File: config.mk
export PLATFORM = sky130hd
export DESIGN_NAME = multicycle_control_flat
export DESIGN_NICKNAME = d
export VERILOG_FILES = /design/src/rtl/multicycle_control_if.sv /design/src/rtl/multicycle_control.sv /design/src/flat_wrapper.sv
export SDC_FILE = /design/constraint.sdc
export NUM_CORES = 1
export LEC_CHECK = 0
export CAP_MARGIN = 20
export CORE_ASPECT_RATIO = 0.9
export CORE_UTILIZATION = 34
export CTS_CLUSTER_SIZE = 16
export DETAILED_ROUTE_END_ITERATION = 8
export GPL_ROUTABILITY_DRIVEN = 1
export PLACE_DENSITY = 0.86
export SYNTH_ARGS = -nofsm -noshare
export SYNTH_HDL_FRONTEND = slang
export SYNTH_SLANG_ARGS = --single-unit
File: constraint.sdc
create_clock -name clk -period 2.64 [get_ports clk]
set_clock_uncertainty 0.15 [all_clocks]
set_input_delay 0.792 -clock clk [delete_from_list [all_inputs] [get_ports clk]]
set_output_delay 0.792 -clock clk [all_outputs]
set_load 0.01 [all_outputs]
File: src/rtl/multicycle_control_if.sv
// Control-path bundle between the multicycle controller and its datapath/memory.
// The controller side is the master: it issues mem_req_o and all datapath strobes.
interface multicycle_control_if #(
  parameter int INSTR_WIDTH = 32
);
  logic [INSTR_WIDTH-1:0] instr_i;
  logic                   eq_i;
  logic                   mem_ready_i;
  logic                   mem_req_o;
  logic                   PCWrite_o;
  logic                   AdrSrc_o;
  logic                   IRWrite_o;
  logic                   MemWrite_o;
  logic                   RegWrite_o;
  logic [1:0]             ResultSrc_o;
  logic [1:0]             ALUSrcA_o;
  logic [1:0]             ALUSrcB_o;
  logic [1:0]             ALUOp_o;
  logic                   illegal_o;

  modport master (
    input  instr_i, eq_i, mem_ready_i,
    output mem_req_o, PCWrite_o, AdrSrc_o, IRWrite_o, MemWrite_o, RegWrite_o,
           ResultSrc_o, ALUSrcA_o, ALUSrcB_o, ALUOp_o, illegal_o
  );

  modport slave (
    output instr_i, eq_i, mem_ready_i,
    input  mem_req_o, PCWrite_o, AdrSrc_o, IRWrite_o, MemWrite_o, RegWrite_o,
           ResultSrc_o, ALUSrcA_o, ALUSrcB_o, ALUOp_o, illegal_o
  );
endinterface

File: src/rtl/multicycle_control.sv
// Multicycle RISC-V style main controller: Moore/Mealy FSM sequencing fetch,
// decode, memory, ALU, branch and JAL steps, with a sticky illegal-opcode trap.
module multicycle_control #(
  parameter int INSTR_WIDTH = 32
) (
  input  logic                clk,
  input  logic                rst,
  multicycle_control_if.master bus
);

  localparam logic [3:0] S_FETCH    = 4'd0;
  localparam logic [3:0] S_DECODE   = 4'd1;
  localparam logic [3:0] S_MEMADR   = 4'd2;
  localparam logic [3:0] S_MEMREAD  = 4'd3;
  localparam logic [3:0] S_MEMWB    = 4'd4;
  localparam logic [3:0] S_MEMWRITE = 4'd5;
  localparam logic [3:0] S_EXEC_R   = 4'd6;
  localparam logic [3:0] S_EXEC_I   = 4'd7;
  localparam logic [3:0] S_ALUWB    = 4'd8;
  localparam logic [3:0] S_BRANCH   = 4'd9;
  localparam logic [3:0] S_JAL      = 4'd10;
  localparam logic [3:0] S_HALT     = 4'd11;

  localparam logic [6:0] OP_LOAD   = 7'b0000011;
  localparam logic [6:0] OP_STORE  = 7'b0100011;
  localparam logic [6:0] OP_R      = 7'b0110011;
  localparam logic [6:0] OP_I      = 7'b0010011;
  localparam logic [6:0] OP_BRANCH = 7'b1100011;
  localparam logic [6:0] OP_JAL    = 7'b1101111;

  logic [INSTR_WIDTH-1:0] instr_s;
  logic [6:0]             opcode_s;
  logic [2:0]             funct3_s;
  logic                   unused_instr_s;

  logic [3:0] state_r;
  logic [3:0] state_next_s;
  logic       run_r;
  logic       illegal_r;

  logic       mem_req_s;
  logic       pc_write_s;
  logic       adr_src_s;
  logic       ir_write_s;
  logic       mem_write_s;
  logic       reg_write_s;
  logic [1:0] result_src_s;
  logic [1:0] alu_src_a_s;
  logic [1:0] alu_src_b_s;
  logic [1:0] alu_op_s;

  assign instr_s        = bus.instr_i;
  assign opcode_s       = instr_s[6:0];
  assign funct3_s       = instr_s[14:12];
  assign unused_instr_s = ^{instr_s[INSTR_WIDTH-1:15], instr_s[11:7]};

  // State, run qualifier and sticky illegal flag. run_r holds the FSM idle until
  // the first clock edge after reset so FETCH outputs appear only from that edge.
  always_ff @(posedge clk or posedge rst) begin
    if (rst) begin
      state_r   <= S_FETCH;
      run_r     <= 1'b0;
      illegal_r <= 1'b0;
    end else begin
      run_r <= 1'b1;
      if (run_r) begin
        state_r   <= state_next_s;
        illegal_r <= illegal_r | (state_next_s == S_HALT);
      end else begin
        state_r   <= S_FETCH;
        illegal_r <= 1'b0;
      end
    end
  end

  // Next-state routing; unknown encodings fall into the HALT trap.
  always_comb begin
    state_next_s = state_r;
    case (state_r)
      S_FETCH: begin
        if (bus.mem_ready_i) state_next_s = S_DECODE;
        else                 state_next_s = S_FETCH;
      end
      S_DECODE: begin
        case (opcode_s)
          OP_LOAD, OP_STORE: state_next_s = S_MEMADR;
          OP_R:              state_next_s = S_EXEC_R;
          OP_I:              state_next_s = S_EXEC_I;
          OP_BRANCH:         state_next_s = S_BRANCH;
          OP_JAL:            state_next_s = S_JAL;
          default:           state_next_s = S_HALT;
        endcase
      end
      S_MEMADR: begin
        if (opcode_s == OP_LOAD) state_next_s = S_MEMREAD;
        else                     state_next_s = S_MEMWRITE;
      end
      S_MEMREAD: begin
        if (bus.mem_ready_i) state_next_s = S_MEMWB;
        else                 state_next_s = S_MEMREAD;
      end
      S_MEMWB:    state_next_s = S_FETCH;
      S_MEMWRITE: begin
        if (bus.mem_ready_i) state_next_s = S_FETCH;
        else                 state_next_s = S_MEMWRITE;
      end
      S_EXEC_R:   state_next_s = S_ALUWB;
      S_EXEC_I:   state_next_s = S_ALUWB;
      S_ALUWB:    state_next_s = S_FETCH;
      S_BRANCH:   state_next_s = S_FETCH;
      S_JAL:      state_next_s = S_ALUWB;
      S_HALT:     state_next_s = S_HALT;
      default:    state_next_s = S_HALT;
    endcase
  end

  // Per-state control decode; everything stays low until run_r is set.
  always_comb begin
    mem_req_s    = 1'b0;
    pc_write_s   = 1'b0;
    adr_src_s    = 1'b0;
    ir_write_s   = 1'b0;
    mem_write_s  = 1'b0;
    reg_write_s  = 1'b0;
    result_src_s = 2'b00;
    alu_src_a_s  = 2'b00;
    alu_src_b_s  = 2'b00;
    alu_op_s     = 2'b00;
    if (run_r) begin
      case (state_r)
        S_FETCH: begin
          mem_req_s    = 1'b1;
          ir_write_s   = bus.mem_ready_i;
          pc_write_s   = bus.mem_ready_i;
          alu_src_b_s  = 2'b10;
          result_src_s = 2'b10;
        end
        S_DECODE: begin
          alu_src_a_s = 2'b01;
          alu_src_b_s = 2'b01;
        end
        S_MEMADR: begin
          alu_src_a_s = 2'b10;
          alu_src_b_s = 2'b01;
        end
        S_MEMREAD: begin
          mem_req_s = 1'b1;
          adr_src_s = 1'b1;
        end
        S_MEMWB: begin
          result_src_s = 2'b01;
          reg_write_s  = 1'b1;
        end
        S_MEMWRITE: begin
          mem_req_s   = 1'b1;
          adr_src_s   = 1'b1;
          mem_write_s = bus.mem_ready_i;
        end
        S_EXEC_R: begin
          alu_src_a_s = 2'b10;
          alu_op_s    = 2'b10;
        end
        S_EXEC_I: begin
          alu_src_a_s = 2'b10;
          alu_src_b_s = 2'b01;
          alu_op_s    = 2'b10;
        end
        S_ALUWB: begin
          reg_write_s = 1'b1;
        end
        S_BRANCH: begin
          alu_src_a_s = 2'b10;
          alu_op_s    = 2'b01;
          // beq on equal, bne on not-equal; other funct3 values never redirect
          pc_write_s  = ((funct3_s == 3'b000) &&  bus.eq_i) ||
                        ((funct3_s == 3'b001) && !bus.eq_i);
        end
        S_JAL: begin
          alu_src_a_s = 2'b01;
          alu_src_b_s = 2'b10;
          pc_write_s  = 1'b1;
        end
        S_HALT: begin
          mem_req_s = 1'b0;
        end
        default: begin
          mem_req_s = 1'b0;
        end
      endcase
    end else begin
      mem_req_s = 1'b0;
    end
  end

  assign bus.mem_req_o   = mem_req_s;
  assign bus.PCWrite_o   = pc_write_s;
  assign bus.AdrSrc_o    = adr_src_s;
  assign bus.IRWrite_o   = ir_write_s;
  assign bus.MemWrite_o  = mem_write_s;
  assign bus.RegWrite_o  = reg_write_s;
  assign bus.ResultSrc_o = result_src_s;
  assign bus.ALUSrcA_o   = alu_src_a_s;
  assign bus.ALUSrcB_o   = alu_src_b_s;
  assign bus.ALUOp_o     = alu_op_s;
  assign bus.illegal_o   = illegal_r;

endmodule

File: src/flat_wrapper.sv
// flat-port wrapper written by rule: the top's interface ports become plain ports
module multicycle_control_flat 
#(
  parameter int INSTR_WIDTH = 32
)
  (clk, rst, bus_instr_i, bus_eq_i, bus_mem_ready_i, bus_mem_req_o, bus_PCWrite_o, bus_AdrSrc_o, bus_IRWrite_o, bus_MemWrite_o, bus_RegWrite_o, bus_ResultSrc_o, bus_ALUSrcA_o, bus_ALUSrcB_o, bus_ALUOp_o, bus_illegal_o);
  multicycle_control_if #(.INSTR_WIDTH(INSTR_WIDTH)) bus_i ();
  input  logic clk;
  input  logic rst;
  input wire logic [$bits(bus_i.instr_i)-1:0] bus_instr_i;
  input wire logic [$bits(bus_i.eq_i)-1:0] bus_eq_i;
  input wire logic [$bits(bus_i.mem_ready_i)-1:0] bus_mem_ready_i;
  output wire logic [$bits(bus_i.mem_req_o)-1:0] bus_mem_req_o;
  output wire logic [$bits(bus_i.PCWrite_o)-1:0] bus_PCWrite_o;
  output wire logic [$bits(bus_i.AdrSrc_o)-1:0] bus_AdrSrc_o;
  output wire logic [$bits(bus_i.IRWrite_o)-1:0] bus_IRWrite_o;
  output wire logic [$bits(bus_i.MemWrite_o)-1:0] bus_MemWrite_o;
  output wire logic [$bits(bus_i.RegWrite_o)-1:0] bus_RegWrite_o;
  output wire logic [$bits(bus_i.ResultSrc_o)-1:0] bus_ResultSrc_o;
  output wire logic [$bits(bus_i.ALUSrcA_o)-1:0] bus_ALUSrcA_o;
  output wire logic [$bits(bus_i.ALUSrcB_o)-1:0] bus_ALUSrcB_o;
  output wire logic [$bits(bus_i.ALUOp_o)-1:0] bus_ALUOp_o;
  output wire logic [$bits(bus_i.illegal_o)-1:0] bus_illegal_o;
  assign bus_i.instr_i = bus_instr_i;
  assign bus_i.eq_i = bus_eq_i;
  assign bus_i.mem_ready_i = bus_mem_ready_i;
  assign bus_mem_req_o = bus_i.mem_req_o;
  assign bus_PCWrite_o = bus_i.PCWrite_o;
  assign bus_AdrSrc_o = bus_i.AdrSrc_o;
  assign bus_IRWrite_o = bus_i.IRWrite_o;
  assign bus_MemWrite_o = bus_i.MemWrite_o;
  assign bus_RegWrite_o = bus_i.RegWrite_o;
  assign bus_ResultSrc_o = bus_i.ResultSrc_o;
  assign bus_ALUSrcA_o = bus_i.ALUSrcA_o;
  assign bus_ALUSrcB_o = bus_i.ALUSrcB_o;
  assign bus_ALUOp_o = bus_i.ALUOp_o;
  assign bus_illegal_o = bus_i.illegal_o;
  multicycle_control #(.INSTR_WIDTH(INSTR_WIDTH)) u_core (.clk(clk), .rst(rst), .bus(bus_i));
endmodule
==> results of run 1 <==
what timing repair did:
item	CTS	global route
resized for setup	35	5
pin swaps	5	2
endpoints found under the setup margin	11	4
layout by cell type (no fill, tap or decap), types with 3 or more instances in the layout:
master           instances
clkdlybuf4s50_1         11
buf_4                   11
nor2_1                   8
dlygate4sd2_1            8
nand2_1                  6
dfrtp_1                  5
inv_1                    4
o21ai_0                  4
buf_2                    4
nor3_1                   3
nand2b_1                 3
a21oi_1                  3
o211ai_1                 3
and2_1                   3
clkbuf_4                 3
critical path, delay by kind of cell:
family / cells / cell delay (ns)
simple gates: 1 / 0.51
buf+inv: 2 / 0.29
compound gates: 1 / 0.12
cell usage after synthesis (3+ instances only):
library cell	number	area share, %
a21oi_1	3	2.1
and2_1	3	2.6
buf_2	3	2.1
dfrtp_1	6	21
inv_1	4	2.1
nand2_1	6	3.1
nand2b_1	4	3.5
nor2_1	8	4.2
nor3_1	4	2.8
nor4_1	3	2.6
o211ai_1	3	3.1
o21ai_0	5	3.5
area by class of cell:
class	instances	area (um^2)	area share (%)
Inverter	4	15.0	1.41
Clock buffer	3	22.5	2.12
Multi-Input combinational cell	72	513	48.3
Tap cell	25	31.3	2.94
Sequential cell	6	151	14.3
Timing Repair Buffer	39	329	31.0
logic make-up after synthesis:
group                     Yosys count  synth area share, %
muxes                               1                 1.40
DFF                                 6                 20.9
buffers and inverters              11                 9.42
and+or+nand+nor                    45                 42.6
AOI/OAI and AO/OA                  22                 21.5
other                               1                0.523
xor gates and xnor gates            3                 3.67
worst min-delay path by stage:
stage | from | endpoint | slack [ns] | cells after the start
4_1_cts | u_core.bus.illegal_o | u_core.bus.illegal_o | 0.35 | 1
6_report | u_core.bus.illegal_o | u_core.bus.illegal_o | 0.35 | 1
3_3_place_gp | u_core.bus.illegal_o | u_core.bus.illegal_o | 0.34 | 1
3_5_place_dp | u_core.bus.illegal_o | u_core.bus.illegal_o | 0.34 | 1
5_1_grt | u_core.bus.illegal_o | u_core.bus.illegal_o | 0.39 | 1
2_1_floorplan | u_core.run_r | u_core.state_r[0] | 0.38 | 1
power by group:
part           internal [mW]  switching, mW  leakage (nW)  total, mW
Clock                 0.0510         0.0271        0.0138     0.0781
Combinational          0.237          0.238         0.387      0.475
Sequential             0.114         0.0245        0.0775      0.138
Total                  0.401          0.290         0.478      0.691
layer usage:
metal | GRT usage, % | up-vias
li1 | - | 392
met1 | 18.7 | 342
met2 | 26.7 | 34
met3 | 2.67 | 0
met4 | 2.22 | 0
met5 | 0 | -
stage by stage:
stage	setup slack, ns	hold WS, ns	util, %	cell area [um^2]	cells
3_5_place_dp	-0.798	0.341	54.2	1060	146
3_3_place_gp	-0.797	0.342	54.2	1060	146
2_1_floorplan	0.212	0.377	-	717	89
4_1_cts	-0.0580	0.351	54.1	1060	149
6_report	-0.0131	0.345	54.4	1060	149
5_1_grt	-0.0628	0.387	54.4	1060	149
flip-flops by register name, indices dropped and copies added (netlist names):
name	cells
u_core.state_r	4
u_core.bus.illegal_o	1
u_core.run_r	1
==> flow_summary.json, run 1 <==
{
  "cp_data_arrival_time_ns": 1.71,
  "cts.sinks": 6,
  "ys_async_sr_fraction_pct": 100,
  "critical-path-max-stage-delay_ns": 0.51,
  "grt_pass1_wl_um": 2660,
  "start_util_pct": 36.7,
  "finalCritPeriodShare_pct": 100,
  "cp-startpoint": "bus_instr_i[14]",
  "antenna_found_initial": 0,
  "io_buffers": 28,
  "r2r_slack_ns": 0.84,
  "synth-seq-area-share_pct": 20.9,
  "drt_pass1_iterations": 4,
  "ir_worst_vdd_v": 0.000312,
  "ys.flop_type": "dfrtp_1",
  "finalSetupViolations": 1,
  "worstHoldPathType": "reg2reg",
  "core_area_um2": 1950,
  "drc": 0,
  "path_clk_slew_ns": 0.04,
  "syn-num-nets": 125,
  "drt_wl_total_um": 1620,
  "fin_crit_ns": 2.65,
  "dieWidth_um": 50.4,
  "gr-total-overflow": 0,
  "wl_per_cell_um": 10.9,
  "outcome": "finished with violations",
  "ios": 51,
  "power.density_nw_per_um2": 651,
  "r2r_start": "u_core.state_r[2]",
  "worstReg2RegEnd": "u_core.bus.illegal_o",
  "worstPathCellList": "clkdlybuf4s15_1 > or4_4 > a21oi_2 > buf_2",
  "post_cts_buffers": 0,
  "yosysUniqueCellTypes": 44,
  "die_area_um2": 2300,
  "via_per_inst": 5.15,
  "area_growth_pct": 48.2,
  "violations": "negative setup slack",
  "hold_buffers": 0,
  "worstSkewPairLatency_ns": 0.23,
  "htree_num_levels": 1,
  "cap_violations": 0,
  "hold_viol": 0,
  "die_y_um": 45.6,
  "met3_wirelength_um": 120,
  "path_class": "in2out",
  "clockBufferDepth": 2,
  "p_leak_nw": 0.478,
  "top_layer_used": "met3",
  "syn_area_um2": 717,
  "cts_buffers": 3,
  "finalSetupTns_ns": -0.0131,
  "rr_worst_depth": 5,
  "fillers": 192,
  "timing.final.max_slew_violations": 0,
  "cts_root_buf": "clkbuf_4",
  "drive_gt1_share_pct": 27.4,
  "postSynthAreaPerCell_um2": 8.06,
  "synth_edf_count": 0,
  "end_kind": "primary output",
  "drtAntennaViolNets": 0,
  "cp-endpoint": "bus_PCWrite_o",
  "slowest_stage": "or4_4",
  "drt_iter0_drc": 21,
  "antenna_cells": 0,
  "syn_inst": 89,
  "path_max_fanout": 1,
  "grt_pass1_vias": 691,
  "synth-seq-cells": 6,
  "nets": 162,
  "cp-start-kind": "input pin",
  "rows": 15,
  "vias": 768,
  "dr_wl_met2_um": 766,
  "rsz0062_at_grt": "true",
  "ys.warnings.count": 0,
  "grt_usage_pct": 14.7,
  "required_ns": 1.70,
  "cts_tree": "yes",
  "worst_slack_ns": -0.0131,
  "grt_start_max_net_pins": 16,
  "fmax_mhz": 377,
  "dp_hpwl_um": 1340,
  "routedLengthMet1_um": 734,
  "place.gp.congestion": 0.874,
  "fin_total_pwr_mw": 0.691
}
(Power assumes the default switching activity.)
==> run 2, diff against run 1 <==
--- a/config.mk
+++ b/config.mk
@@ -10,3 +10,3 @@
 export CORE_UTILIZATION = 34
-export CTS_CLUSTER_SIZE = 16
+export CTS_CLUSTER_SIZE = 30
 export DETAILED_ROUTE_END_ITERATION = 8
@@ -14,2 +14,3 @@
 export PLACE_DENSITY = 0.86
+export SETUP_SLACK_MARGIN = 0.1
 export SYNTH_ARGS = -nofsm -noshare
--- a/constraint.sdc
+++ b/constraint.sdc
@@ -4,2 +4,2 @@
 set_output_delay 0.792 -clock clk [all_outputs]
-set_load 0.01 [all_outputs]
+set_load 0.005 [all_outputs]
==> flow_summary.json, run 2 (synthesized netlist as in run 1, its figures left out) <==
{
  "outcome": "finished with violations",
  "violations": "negative setup slack",
  "drc": 0,
  "cts.sinks": 6,
  "cp-startpoint": "bus_eq_i",
  "worstSkewPairLatency_ns": 0.24,
  "path_clk_slew_ns": 0.04,
  "die_area_um2": 2300,
  "drt_pass1_iterations": 4,
  "dieWidth_um": 50.4,
  "gr-total-overflow": 0,
  "regMostFlops": "u_core.state_r",
  "cts_buffers": 3,
  "cp_data_arrival_time_ns": 1.72,
  "ios": 51,
  "fmax_mhz": 375,
  "cts_root_buf": "clkbuf_4",
  "path_max_fanout": 1,
  "finalSetupViolations": 1,
  "clockBufferDepth": 2,
  "hold_buffers": 0,
  "area_growth_pct": 62.0,
  "cap_violations": 0,
  "via_per_inst": 5.32,
  "path_class": "in2out",
  "end_kind": "primary output",
  "rr_worst_depth": 9,
  "die_y_um": 45.6,
  "drive_gt1_share_pct": 38.3,
  "vias": 840,
  "whs_ns": 0.357,
  "fin_crit_ns": 2.67,
  "grt_pass1_wl_um": 3380,
  "core_area_um2": 1950,
  "cp-start-kind": "input pin",
  "post-route-util_pct": 59.5,
  "final_cell_mix": "buf_4, clkdlybuf4s50_1, nor2_1, buf_6",
  "power.density_nw_per_um2": 689,
  "fin_total_pwr_mw": 0.800,
  "r2r_slack_ns": 0.55,
  "cts_tree": "yes",
  "timing.final.max_slew_violations": 0,
  "io_buffers": 28,
  "largest_register_ffs": 4,
  "worstHoldPathType": "reg2reg",
  "antenna_found_initial": 0,
  "r2r_start": "u_core.state_r[1]",
  "antenna_cells": 0,
  "place.gp.congestion": 0.850,
  "grt_pass1_vias": 791,
  "ir_worst_vdd_v": 0.000321,
  "dp_hpwl_um": 1610,
  "htree_num_levels": 1,
  "hold_depth": 1,
  "hold_path_startpoint": "u_core.bus.illegal_o",
  "p_leak_nw": 0.542,
  "worst_slack_ns": -0.0262,
  "required_ns": 1.70,
  "final_common_cell": "buf_4",
  "wl_per_cell_um": 14.2,
  "drt_iter0_drc": 29,
  "drtAntennaViolNets": 0,
  "drt_wl_total_um": 2240,
  "rsz0062_at_grt": "true",
  "grt_start_max_net_pins": 13,
  "nets": 171,
  "finalCritPeriodShare_pct": 101,
  "hold_viol": 0,
  "start_util_pct": 36.7,
  "rows": 15,
  "grt_usage_pct": 19.9
}
-- run 2: cell types whose count changed in the layout (fill, tap and decap cells not counted), sizes merged --
| cell | change |
|---|---|
| buf | +13 |
| dlygate4sd2 | -3 |
| clkbuf | +2 |
| clkdlybuf4s50 | -2 |
| dlygate4sd1 | -1 |
-- run 2: power breakdown --
part / leakage (nW) / switching [mW] / internal (mW)
Clock: 0.0138 / 0.0328 / 0.0514
Sequential: 0.0775 / 0.0283 / 0.114
Combinational: 0.451 / 0.263 / 0.311
Total: 0.542 / 0.324 / 0.476
-- run 2: repair_timing --
action,in CTS,in global routing
buffers inserted,4,5
resized for setup,57,11
pin swaps,9,7
hold endpoints to repair,0,0
endpoints found under the setup margin,12,7
-- run 2: layout make-up --
type | instances | area (um^2)
fillers | 180 | 791
multi-input cells | 72 | 531
repair buffers | 48 | 410
flip-flops and latches | 6 | 151
well taps | 25 | 31.3
clock buffers | 3 | 22.5
inverters | 4 | 15.0
-- run 2: worst max-delay path, cell delays in order --
cell	delay, ns
buf_6	0.09
xnor2_2	0.12
or4_4	0.48
a21oi_2	0.12
buf_2	0.12
-- run 2: metrics by stage --
step | setup TNS [ns] | cells | setup WS, ns | cell area, um^2
2_1_floorplan | 0 | 89 | 0.251 | 717
3_3_place_gp | -1.84 | 146 | -0.746 | 1060
3_5_place_dp | -1.89 | 146 | -0.749 | 1060
4_1_cts | -0.0514 | 153 | -0.0514 | 1130
5_1_grt | -0.0884 | 158 | -0.0785 | 1160
6_report | -0.0262 | 158 | -0.0262 | 1160
-- run 2: per-layer routing --
| metal | routed length [um] | GRT usage [%] |
|---|---|---|
| met1 | 871 | 21.9 |
| met2 | 1210 | 39.7 |
| met3 | 135 | 0.667 |
| met4 | 19 | 9.44 |
| met5 | 0 | 0 |
-- run 2: worst paths after layout --
| path | end |
|---|---|
| hold reg to reg | u_core.bus.illegal_o |
| min in group asynchronous | u_core.state_r[3] |
| max in group asynchronous | u_core.state_r[2] |
| hold / removal | u_core.bus.illegal_o |
| setup reg to reg | u_core.bus.illegal_o |
| setup / recovery | bus_PCWrite_o |
